`src/rtl/div_seq_radix2.sv`:
```
// rtl/div_seq_radix2.sv - iterative restoring radix-2 divider with RISC-V DIV/DIVU/REM/REMU semantics
//
// Purpose: accepts one operand pair at a time while idle, produces one
// quotient bit per active cycle, and returns quotient and remainder with a
// one-cycle out_en pulse. Divide-by-zero and signed overflow finish early.
//
// Ports:
//   clk        rising-edge clock
//   rst        synchronous active-high reset
//   hci_rdy    global run enable; low freezes every register
//   in_en      operation request, honoured only in IDLE
//   a, b       dividend, divisor
//   div_signed 1 = two's-complement (DIV/REM), 0 = unsigned (DIVU/REMU)
//   out_en     one-active-cycle completion pulse
//   idle       combinational: unit can accept in_en this cycle
//   q, rem     quotient and remainder, held until the next completion

module div_seq_radix2 #(
  parameter int XLEN = 32
) (
  input  logic            clk,
  input  logic            rst,
  input  logic            hci_rdy,
  input  logic            in_en,
  input  logic [XLEN-1:0] a,
  input  logic [XLEN-1:0] b,
  input  logic            div_signed,
  output logic            out_en,
  output logic            idle,
  output logic [XLEN-1:0] q,
  output logic [XLEN-1:0] rem
);

  localparam int CW = $clog2(XLEN);

  typedef enum logic [1:0] {
    S_IDLE,
    S_CALC,
    S_FIX,
    S_DONE
  } state_t;

  state_t            state_q;
  logic [XLEN-1:0]   dvd_q;     // dividend shifting out / quotient shifting in
  logic [XLEN-1:0]   dvs_q;     // divisor magnitude
  logic [XLEN-1:0]   prem_q;    // partial remainder
  logic [CW-1:0]     cnt_q;
  logic              qneg_q;
  logic              rneg_q;
  logic              out_en_q;
  logic [XLEN-1:0]   q_q;
  logic [XLEN-1:0]   rem_q;

  logic              a_neg;
  logic              b_neg;
  logic [XLEN-1:0]   a_mag;
  logic [XLEN-1:0]   b_mag;
  logic              b_zero;
  logic              ovf;
  logic [XLEN:0]     shift_w;
  logic [XLEN:0]     diff_w;
  logic              qbit;
  logic [XLEN-1:0]   prem_d;
  logic [XLEN-1:0]   dvd_d;

  // Magnitudes taken as unsigned, so the most negative value maps to 2^(XLEN-1).
  assign a_neg  = div_signed & a[XLEN-1];
  assign b_neg  = div_signed & b[XLEN-1];
  assign a_mag  = a_neg ? -a : a;
  assign b_mag  = b_neg ? -b : b;
  assign b_zero = (b == '0);
  assign ovf    = div_signed && (a == {1'b1, {(XLEN-1){1'b0}}}) && (b == '1);

  // One restoring step. The partial remainder is always below the divisor,
  // so the shifted value fits XLEN+1 bits and the MSB of the difference is
  // an exact borrow flag.
  assign shift_w = {prem_q, dvd_q[XLEN-1]};
  assign diff_w  = shift_w - {1'b0, dvs_q};
  assign qbit    = ~diff_w[XLEN];
  assign prem_d  = qbit ? diff_w[XLEN-1:0] : {prem_q[XLEN-2:0], dvd_q[XLEN-1]};
  assign dvd_d   = {dvd_q[XLEN-2:0], qbit};

  always_ff @(posedge clk) begin
    if (rst) begin
      state_q  <= S_IDLE;
      dvd_q    <= '0;
      dvs_q    <= '0;
      prem_q   <= '0;
      cnt_q    <= '0;
      qneg_q   <= 1'b0;
      rneg_q   <= 1'b0;
      out_en_q <= 1'b0;
      q_q      <= '0;
      rem_q    <= '0;
    end else if (hci_rdy) begin
      out_en_q <= 1'b0;
      case (state_q)
        S_IDLE: begin
          if (in_en) begin
            qneg_q <= 1'b0;
            rneg_q <= 1'b0;
            if (b_zero) begin
              // Special results are staged in the datapath registers.
              dvd_q   <= '1;
              prem_q  <= a;
              state_q <= S_DONE;
            end else if (ovf) begin
              dvd_q   <= a;
              prem_q  <= '0;
              state_q <= S_DONE;
            end else begin
              dvd_q   <= a_mag;
              dvs_q   <= b_mag;
              qneg_q  <= a_neg ^ b_neg;
              rneg_q  <= a_neg;
              prem_q  <= '0;
              cnt_q   <= '0;
              state_q <= S_CALC;
            end
          end
        end
        S_CALC: begin
          dvd_q  <= dvd_d;
          prem_q <= prem_d;
          cnt_q  <= cnt_q + CW'(1);
          if (cnt_q == CW'(XLEN - 1)) begin
            state_q <= S_FIX;
          end
        end
        S_FIX: begin
          q_q      <= qneg_q ? -dvd_q : dvd_q;
          rem_q    <= rneg_q ? -prem_q : prem_q;
          out_en_q <= 1'b1;
          state_q  <= S_IDLE;
        end
        S_DONE: begin
          q_q      <= dvd_q;
          rem_q    <= prem_q;
          out_en_q <= 1'b1;
          state_q  <= S_IDLE;
        end
        default: begin
          state_q <= S_IDLE;
        end
      endcase
    end
  end

  // Drops in the same cycle as in_en so upstream cannot issue twice.
  assign idle   = (state_q == S_IDLE) && !in_en;
  assign out_en = out_en_q;
  assign q      = q_q;
  assign rem    = rem_q;

endmodule

```
`config.mk`:
```
export PLATFORM = sky130hd
export DESIGN_NAME = div_seq_radix2
export DESIGN_NICKNAME = d
export VERILOG_FILES = /design/src/rtl/div_seq_radix2.sv
export SDC_FILE = /design/constraint.sdc
export NUM_CORES = 1
export LEC_CHECK = 0
export ABC_AREA = 1
export CAP_MARGIN = 5
export CORE_ASPECT_RATIO = 1.4
export CORE_MARGIN = 2
export CORE_UTILIZATION = 33
export CTS_CLUSTER_DIAMETER = 120
export DETAILED_ROUTE_END_ITERATION = 16
export PLACE_DENSITY_LB_ADDON = 0.08
export REMOVE_ABC_BUFFERS = 1
export SYNTH_ARGS = -nofsm -noshare
export SYNTH_HDL_FRONTEND = slang
export SYNTH_SLANG_ARGS = --single-unit
export TNS_END_PERCENT = 5
```
`constraint.sdc`:
```
create_clock -name clk -period 4.9 [get_ports clk]
set_input_delay 0.49 -clock clk [delete_from_list [all_inputs] [get_ports clk]]
set_output_delay 0.49 -clock clk [all_outputs]
set_load 0.02 [all_outputs]
```
==> results.json, run 1 <==
{
  "placed_cell_area_um2": 15400,
  "start_kind": "flip-flop",
  "synth_compound_area_share_pct": 15.9,
  "worstSetupPathType": "flip-flop to flip-flop",
  "cts.sinks": 170,
  "num-fill-cells": 4661,
  "die_w_um": 176,
  "area_delta_synth_final_pct": 16.8,
  "fin_crit_ns": 3.32,
  "remaining_drc_errors": 0,
  "cts_tree": "done",
  "finalNonFillerCells": 2958,
  "drv_slew": 0,
  "global_route.peak_usage_layer": "met2",
  "layout-drive-gt1-share_pct": 5.50,
  "critical_path.max_fanout": 31,
  "synth_area_um2": 13700,
  "yosys.area_share.simple_pct": 36.4,
  "rsz0062_at_grt": "no",
  "post_cts_buffers": 0,
  "grt_pass1_wl_um": 77700,
  "totalNegativeSetupSlack_ns": 0,
  "overflow": 0,
  "required_ns": 5.27,
  "synth_edf_count": 0,
  "ys_seq_elements": 170,
  "p_leak_uw": 0.00744,
  "crit_arrival_ns": 3.69,
  "p_per_area_nw_per_um2": 290,
  "die_area_um2": 43300,
  "grtUsageMet1_pct": 25.7,
  "yosys_warnings": 0,
  "finalCritPeriodShare_pct": 67.7,
  "yosysTopAreaCellShare_pct": 24.8,
  "clock_path_buffers": 2,
  "nNetsFinal": 2514,
  "rows": 88,
  "grt_use_total_pct": 23.2,
  "vias": 14400,
  "hold_buffers": 0,
  "wl_per_cell_um": 16.9,
  "ys_seq_area_share_pct": 24.8,
  "finalPower_uw": 4640,
  "cts_resized": 0,
  "grt_util_met3_pct": 2.25,
  "multiInputGateArea_um2": 8550,
  "yosysMostFrequentCell": "nand2_1",
  "status": "completed",
  "grt_pass1_vias": 14100,
  "clk_latency_ns": 0.45,
  "area.sequential_um2": 3400,
  "synthDistinctLibCells": 47,
  "diodes": 0,
  "syn_inst": 2322,
  "cts_inserted_buffers": 17,
  "htreeDepth": 4,
  "ys.flop_type": "dfxtp_1",
  "antenna_found_initial": 1,
  "place_inst": 2926,
  "hold_viol": 0,
  "finalSetupViolCount": 0,
  "synthAdderAreaFrac_pct": 3.70,
  "routed_wl_um": 50000,
  "max_freq_mhz": 302,
  "avgSynthCellArea_um2": 5.91,
  "io_buffers": 134,
  "dr.pass1.iters": 5,
  "vdd_drop_max_mv": 0.268,
  "coreArea_um2": 41200,
  "relSlewSlack_pct": 32.4,
  "routabilityCongestion": 0.966,
  "synth_area_leader_cell": "dfxtp_1",
  "dp_hpwl_um": 40300,
  "hold_class": "flip-flop to flip-flop",
  "fin_skew_ns": 0.0119,
  "viasPerCell": 4.86,
  "end_kind": "flip-flop",
  "met2_usage_pct": 45.9,
  "worst_pin_slew_ns": 1.00,
  "synth_top_family_by_area": "simple AND/OR/NAND/NOR gates",
  "clk_pin_slew_worst_paths_ns": 0.07,
  "initial_core_util_pct": 33.3,
  "maxCapViolCount": 0,
  "ioPinCount": 135,
  "fin_hold_ws_ns": 0.467,
  "drt_iter0_markers": 746,
  "die_h_um": 245,
  "ctsRootBufferMaster": "clkbuf_16",
  "ant_nets": 0,
  "synthMuxAreaShare_pct": 0,
  "synth_top_cells_by_area": "dfxtp_1 25%, nand2_1 18%, inv_1 9.4%",
  "synth-xor-area-share_pct": 6.26,
  "grt_max_degree": 61,
  "synth_commonest_cells": "655 x nand2_1, 345 x inv_1, 212 x nor2_1",
  "finalInstanceArea_um2": 16000,
  "async_flop_share_pct": 0
}
[cell usage in the layout, fill, tap and decap left out, types with 29 or more instances in the layout]
master,instances
nand3_1,145
xor2_1,83
ha_1,39
nand4_1,46
o21ai_0,146
clkdlybuf4s50_1,133
dfxtp_1,170
inv_1,343
a21oi_1,207
nand2_1,655
nor3_1,29
nor2_1,211
[worst paths after layout]
path	from	to	slack (ns)	cells past startpoint
min reg2reg	rneg_q$_SDFFE_PP0P_	rneg_q$_SDFFE_PP0P_	0.47	2
min	rneg_q$_SDFFE_PP0P_	rneg_q$_SDFFE_PP0P_	0.47	2
max	dvd_q[31]$_SDFFE_PP0P_	prem_q[27]$_SDFFE_PP0P_	1.58	18
max reg2reg	dvd_q[31]$_SDFFE_PP0P_	prem_q[27]$_SDFFE_PP0P_	1.58	18
[layout make-up]
class / instances / share of cell area [%]
Tap cell: 540 / 4.22
Timing Repair Buffer: 152 / 9.18
Sequential cell: 170 / 21.2
Clock inverter: 10 / 0.898
Multi-Input combinational cell: 1708 / 53.3
Inverter: 356 / 8.35
Clock buffer: 22 / 2.77
[metrics by stage]
| stage | worst slack (ns) | utilization (%) |
|---|---|---|
| floorplan | 1.32 | - |
| global placement | 1.22 | 37.5 |
| detailed placement | 1.26 | 37.5 |
| CTS | 1.56 | 38.9 |
| global route | 1.35 | 38.9 |
| finish | 1.58 | 38.9 |
[routing by layer]
metal	part of all wire (%)	routed length, µm	up-vias
li1	-	-	7563
met1	41	20700	6502
met2	54	26900	246
met3	2.4	1220	56
met4	2.4	1180	0
met5	0	0	-
[report_power, final]
group | leakage [µW] | switching [µW] | internal [µW]
sequential | 0.00139 | 82.2 | 1450
combinational | 0.00578 | 1150 | 549
clock | 0.000275 | 604 | 805
[kinds of logic after synthesis]
family	Yosys count
adder cells (fa/ha/maj)	40
buffers and inverters	444
AO/OA/AOI/OAI	409
XOR/XNOR	98
flip-flops	170
AND/OR/NAND/NOR	1161
[sequential cells by signal, indices dropped and copies added, names as in the netlist]
name	count
state_q	2
dvs_q	32
out_en	1
rem	32
prem_q	32
q	32
qneg_q	1
dvd_q	32
rneg_q	1
cnt_q	5
[critical path, cell delays in order, from the launching register on]
cell and delay (ns):
dfxtp_1 0.45, inv_1 0.21, ha_1 0.27, fa_1 0.41
inv_1 0.10, nand3_2 0.06, nand2_2 0.13, nand2_2 0.08
nand2_4 0.10, nand2_2 0.05, nand2_2 0.11, nand2_2 0.09
nand2_2 0.08, nand2_2 0.09, nand2_2 0.49, nand2_1 0.20
nand2_1 0.11, nand2_1 0.07, a21oi_1 0.13
No activity file was read; power rests on OpenSTA's default activity.
==> run 2: changes to the inputs <==
==> constraint.sdc (replaced) <==
create_clock -name clk -period 3.1 [get_ports clk]
set_input_delay 0.31 -clock clk [delete_from_list [all_inputs] [get_ports clk]]
set_output_delay 0.31 -clock clk [all_outputs]
set_load 0.02 [all_outputs]
==> run 2 against run 1 <==
- sequential power is 58% higher
- cell count is 0.95% higher
- routed wire length decreased by 0.29%
- clock-buffer cell count unchanged
- hold slack worse by 0.060 ns
- clock power grew 58%
- sequential share of layout area is 0.41 points lower
- fmax increased by 17%
- flip-flop and latch count did not move
- clock skew is essentially flat
- utilization up 0.78 points
- critical path type unchanged
==> results.json, run 2 (synthesized netlist as in run 1, its figures left out) <==
{
  "remaining_drc_errors": 0,
  "grt_max_degree": 72,
  "worst_slack_ns": 0.266,
  "required_ns": 3.44,
  "fin_crit_ns": 2.83,
  "clock_path_buffers": 2,
  "finalCritPeriodShare_pct": 91.4,
  "clk_latency_ns": 0.45,
  "hold_buffers": 0,
  "dp_slack_ns": 0.0563,
  "htreeDepth": 4,
  "end_kind": "flip-flop",
  "finalSetupViolCount": 0,
  "fin_hold_ws_ns": 0.406,
  "area.sequential_um2": 3400,
  "routabilityCongestion": 0.898,
  "die_area_um2": 43300,
  "hold_class": "primary input to flip-flop",
  "relSlewSlack_pct": 37.6,
  "p_per_area_nw_per_um2": 453,
  "hold_viol": 0,
  "cts_inserted_buffers": 17,
  "worstSetupPathType": "flip-flop to flip-flop",
  "viasPerCell": 4.85,
  "die_h_um": 245,
  "multiInputGateArea_um2": 8550,
  "area_delta_synth_final_pct": 19.1,
  "critical_path.max_fanout": 27,
  "vdd_drop_max_mv": 0.396,
  "status": "completed",
  "drv_slew": 0,
  "ant_nets": 0,
  "grt_pass1_wl_um": 77900,
  "rsz0062_at_grt": "no",
  "ctsRootBufferMaster": "clkbuf_16",
  "final_common_cell": "nand2_1",
  "cts_tree": "done",
  "cts.sinks": 170,
  "coreArea_um2": 41200,
  "max_freq_mhz": 353,
  "routed_wl_um": 49900,
  "maxCapViolCount": 0,
  "wl_per_cell_um": 16.7,
  "ioPinCount": 135,
  "diodes": 0,
  "dp_hpwl_um": 40300,
  "layout-drive-gt1-share_pct": 6.75,
  "start_kind": "flip-flop",
  "die_w_um": 176,
  "crit_arrival_ns": 3.18,
  "fin_skew_ns": 0.0123,
  "p_leak_uw": 0.00762,
  "final_cell_mix": "655 x nand2_1, 343 x inv_1, 211 x nor2_1",
  "io_buffers": 134,
  "grt_pass1_vias": 14100,
  "grt_use_total_pct": 23.3,
  "worst_pin_slew_ns": 0.923,
  "dr.pass1.iters": 5,
  "vias": 14500,
  "overflow": 0,
  "initial_core_util_pct": 33.3,
  "num-fill-cells": 4634,
  "rows": 88,
  "clk_pin_slew_worst_paths_ns": 0.07,
  "antenna_found_initial": 0,
  "nNetsFinal": 2543,
  "drt_iter0_markers": 807
}
[run 2: worst paths after layout]
check / startpoint / slack, ns / end / cells past startpoint
worst max register to register: dvd_q[31]$_SDFFE_PP0P_ / 0.27 / prem_q[0]$_SDFFE_PP0P_ / 18
worst min register to register: dvs_q[26]$_SDFFE_PP0P_ / 0.47 / dvs_q[26]$_SDFFE_PP0P_ / 2
worst max-delay path: dvd_q[31]$_SDFFE_PP0P_ / 0.27 / prem_q[0]$_SDFFE_PP0P_ / 18
worst min-delay path: rst / 0.41 / q[27]$_SDFFE_PP0P_ / 4
[run 2: layer usage]
metal	vias to the layer above	GRT usage [%]	routed length (µm)
met3	70	2.12	1540
met2	291	44.6	26300
met5	-	0	0
met4	0	9.24	1720
met1	6523	26.3	20300
li1	7594	-	-
[run 2: timing repair]
action,4_1_cts,5_1_grt
setup endpoints to repair,0,27
resized for setup,0,1
buffers inserted,0,0
endpoints found under the hold margin,0,0
[run 2: where the power goes]
group,internal (µW),switching [µW],leakage [µW]
sequential,2290,120,0.00139
clock,1250,975,0.000271
combinational,930,1830,0.00596
total,4480,2930,0.00762
[run 2: layout make-up]
class / count / share of cell area, %
inverters: 356 / 8.18
multi-input cells: 1708 / 52.3
clock inverters: 9 / 0.704
flip-flops and latches: 170 / 20.8
well taps: 540 / 4.13
repair buffers: 181 / 10.9
clock buffers: 22 / 2.90
[run 2: worst max-delay path: stages, from the launching register on]
cell and delay, ns:
dfxtp_2 0.41, inv_1 0.14, ha_1 0.26, fa_1 0.40, inv_1 0.10, nand3_2 0.07
nand2_2 0.14, nand2_2 0.08, nand2_4 0.09, nand2_2 0.05, nand2_2 0.11, nand2_2 0.09
nand2_2 0.08, nand2_2 0.10, nand2_2 0.16, buf_12 0.20, nand2_1 0.07, nand3_1 0.10
a21oi_1 0.07
[run 2: metrics by stage]
step	TNS, ns	total power, µW	cell area, µm²	util [%]	std cells
2_1_floorplan	-16.40	4260	13300	-	2234
3_3_place_gp	0	5220	15800	38.3	2955
3_5_place_dp	0	5230	15800	38.3	2955
4_1_cts	0	7480	16300	39.7	2986
5_1_grt	0	7930	16300	39.7	2986
6_report	0	7400	16300	39.7	2986
==> variant 1 (config.mk and constraints of run 2) <==
Encoding of `state_t`: now one-hot (4 bits for 4 states).
--- a/src/rtl/div_seq_radix2.sv
+++ b/src/rtl/div_seq_radix2.sv
@@ -34,9 +34,9 @@
   localparam int CW = $clog2(XLEN);
 
-  typedef enum logic [1:0] {
-    S_IDLE,
-    S_CALC,
-    S_FIX,
-    S_DONE
+  typedef enum logic [3:0] {
+    S_IDLE = 4'b0001,
+    S_CALC = 4'b0010,
+    S_FIX  = 4'b0100,
+    S_DONE = 4'b1000
   } state_t;
 
Behaviour: same outputs for any inputs over 4 cycles, from zero or initial values and one cycle with rst high; so few cycles prove little.
==> variant 1 against run 2 <==
  * Total power increased by 26%
  * Setup slack worse by 43 ps
  * Cell area up 1.4%
  * Sequential cell count up 2
  * Wire length rose by 3.0%
  * Synthesized area grew 0.78%
  * Global-route usage increased by 0.53 points
  * Cell count is 3.5% higher
  * Critical endpoint is now prem_q[2]
  * Largest power group unchanged
  * Highest routed layer unchanged
==> variant 1: results (changes against run 2) <==
metric,value,unit,change
run_status,finished clean,,
hp-class,reg2reg,,
synth-xor-area-share,0.0513,,-0.0113
num_vias,15000,,+3.6%
synth_compound_area_frac,0.164,,+0.00492
combPwrFrac,0.482,,+0.109
detail_route.wl_per_cell,16.6,µm,-0.45%
grt_pass1_wl,81000,µm,+4.0%
seq-power,2.57,mW,+7%
final_util,0.401,,+0.00437
grtUsageTotal,0.239,,+0.00529
inverters,430,,+21%
via_per_inst,4.85,,about the same
layout.nonclk_buf_frac,0.112,,+0.00230
dp.cells,3058,,+3.5%
met1_usage,0.278,,+0.0147
fill_cells,4608,,-0.56%
drive_gt1_frac,0.0490,,-0.0184
p_leak,8.23,nW,+8.1%
clock_area_frac,0.0353,,-0.000790
yosys.area_share.adder,0.0367,,-0.000288
hpwl,41000,µm,+1.6%
path_max_fanout,26,,-3.7%
grtUsageMet3,0.0230,,+0.00177
placed_area,0.0160,mm²,+1.5%
multi_input_area_share,0.507,,-0.0162
clkbuf_count,18,,-18%
met3_length,1320,µm,-14%
nMultiInputCombCells,1725,,+1.0%
==> variant 1: cell types whose count changed in the layout (fill, tap and decap cells not counted), moves of 11 or more <==
cell | run 2 | this run
xor2_1 | 83 | 71
inv_1 | 343 | 421
nand2_1 | 655 | 680
buf_4 | 39 | 50
o21ai_0 | 146 | 183
nand2_2 | 22 | 6
a21oi_1 | 207 | 191
nor2_1 | 211 | 238
a21oi_2 | 14 | 0
==> variant 1: worst paths after layout <==
path	from	endpoint	slack (ps)	cells after the start
worst min register to register	out_en	out_en	460	2
worst max-delay path	dvd_q[31]	prem_q[2]	220	18
worst max register to register	dvd_q[31]	prem_q[2]	220	18
worst min-delay path	out_en	out_en	460	2
==> variant 1: stage by stage <==
stage          worst slack [ps]  power, mW  setup TNS (ps)
2_1_floorplan              -759       5.51          -29800
3_3_place_gp                318       7.09               0
3_5_place_dp                237       7.09               0
4_1_cts                     221       9.39               0
5_1_grt                    4.30       10.1               0
6_report                    222       9.32               0
==> variant 2 (flow settings as in run 2) <==
Made on the original files. `XLEN`: 32 -> 16.
--- a/src/rtl/div_seq_radix2.sv
+++ b/src/rtl/div_seq_radix2.sv
@@ -17,5 +17,5 @@
 
 module div_seq_radix2 #(
-  parameter int XLEN = 32
+  parameter int XLEN = 16
 ) (
   input  logic            clk,
Ports: changed (resized a, b, q and rem); port bits go from 135 to 71. The function was not compared with the original's and may differ.
==> variant 2 against run 2 <==
  * Fmax up 20%
  * Critical path depth shrank 2
  * Synthesized area down 53%
  * Synthesized cell count fell by 54%
  * Total power is 50% lower
  * Wire length down 59%
  * Sequential share of layout area rose by 2.3 points
  * Cell area is 53% lower
  * Global-route usage is 3.0 points lower
  * Setup slack improved by 460 ps
  * Sequential cell count fell by 81
  * Non-clock buffer count down 101
==> variant 2: results (changes against run 2) <==
metric,value,unit,change
run_status,finished clean,,
grtUsageTotal,0.203,,-0.0302
placed_area,0.00739,mm²,-53%
cp_data_arrival_time,2650,ps,-530 ps
insertion_delay,350,ps,-100 ps
io_buffers,70,,-48%
globalplace.congestion,0.864,,-3.9%
reg2reg_from,dvd_q[15],,
hp-class,reg2reg,,
fill_cells,2172,,-53%
dp_slack,457,ps,+401 ps
grt_max_degree,60,,-17%
ff2ff_setup_slack,730,ps,+460 ps
hold_end,out_en,,
dp.cells,1359,,-54%
hpwl,16000,µm,-60%
holdWs,461,ps,+54.4 ps
yosysSeqAreaShare,0.275,,+0.0268
ys_types,39,,-17%
wirelength,20500,µm,-59%
p_leak,3.65,nW,-52%
nets,1182,,-54%
cts_inserted_buffers,9,,-8
r2r_cells,16,,-2
yosys-top-cells-count,"297 x nand2_1, 160 x inv_1, 112 x a21oi_1",,
ys_top_cells_by_area,"dfxtp_1 27%, nand2_1 17%, inv_1 9.3%",,
-- variant 2: cell types whose count changed in the layout (fill, tap and decap cells not counted), sizes merged, moves of 89 or more --
cell / change
inv: -188
nor2: -118
a21oi: -108
nand3: -89
o21ai: -90
nand2: -373
-- variant 2: worst max-delay path, stage by stage (launching register included) --
cell and delay (ps):
dfxtp_1 320, inv_1 70, ha_1 230, fa_1 400, inv_1 90, nand3_1 60
nand2_1 120, nand2_1 60, nand2_1 100, nand2_2 80, nand2_1 90, nand2_1 70
nand2_2 250, nor2_1 110, nor2_1 120, nor2_1 50, nor2_1 80
-- variant 2: metal layers --
| metal | global-route usage | wire (µm) | vias up |
|---|---|---|---|
| li1 | - | - | 3500 |
| met1 | 0.235 | 8690 | 2953 |
| met2 | 0.371 | 10800 | 74 |
| met3 | 0.0198 | 447 | 27 |
| met4 | 0.0915 | 591 | 0 |
| met5 | 0 | 0 | - |
-- variant 2: cells by family after synthesis --
logic type               count (synthesis)  share of synthesized area
AND/OR/NAND/NOR                        506                      0.329
AO/OA/AOI/OAI                          208                      0.174
buffers and inverters                  203                      0.125
flip-flops                              89                      0.275
XOR/XNOR                                38                     0.0513
adder cells (fa/ha/maj)                 23                     0.0455
-- variant 2: power groups by stage --
stage / combinational (mW) / sequential [mW] / clock (mW)
after global routing: 1.42 / 1.29 / 1.26
after global placement: 1.25 / 1.30 / 0
after floorplan: 0.857 / 1.29 / 0
after CTS: 1.25 / 1.28 / 1.22
after detailed placement: 1.25 / 1.30 / 0
final: 1.24 / 1.28 / 1.19
-- variant 2: cell type report --
cell class	instances	share of cell area
clock buffers	13	0.0351
clock inverters	3	0.00601
inverters	167	0.0814
multi-input cells	775	0.505
flip-flops and latches	89	0.231
well taps	248	0.0403
repair buffers	80	0.101
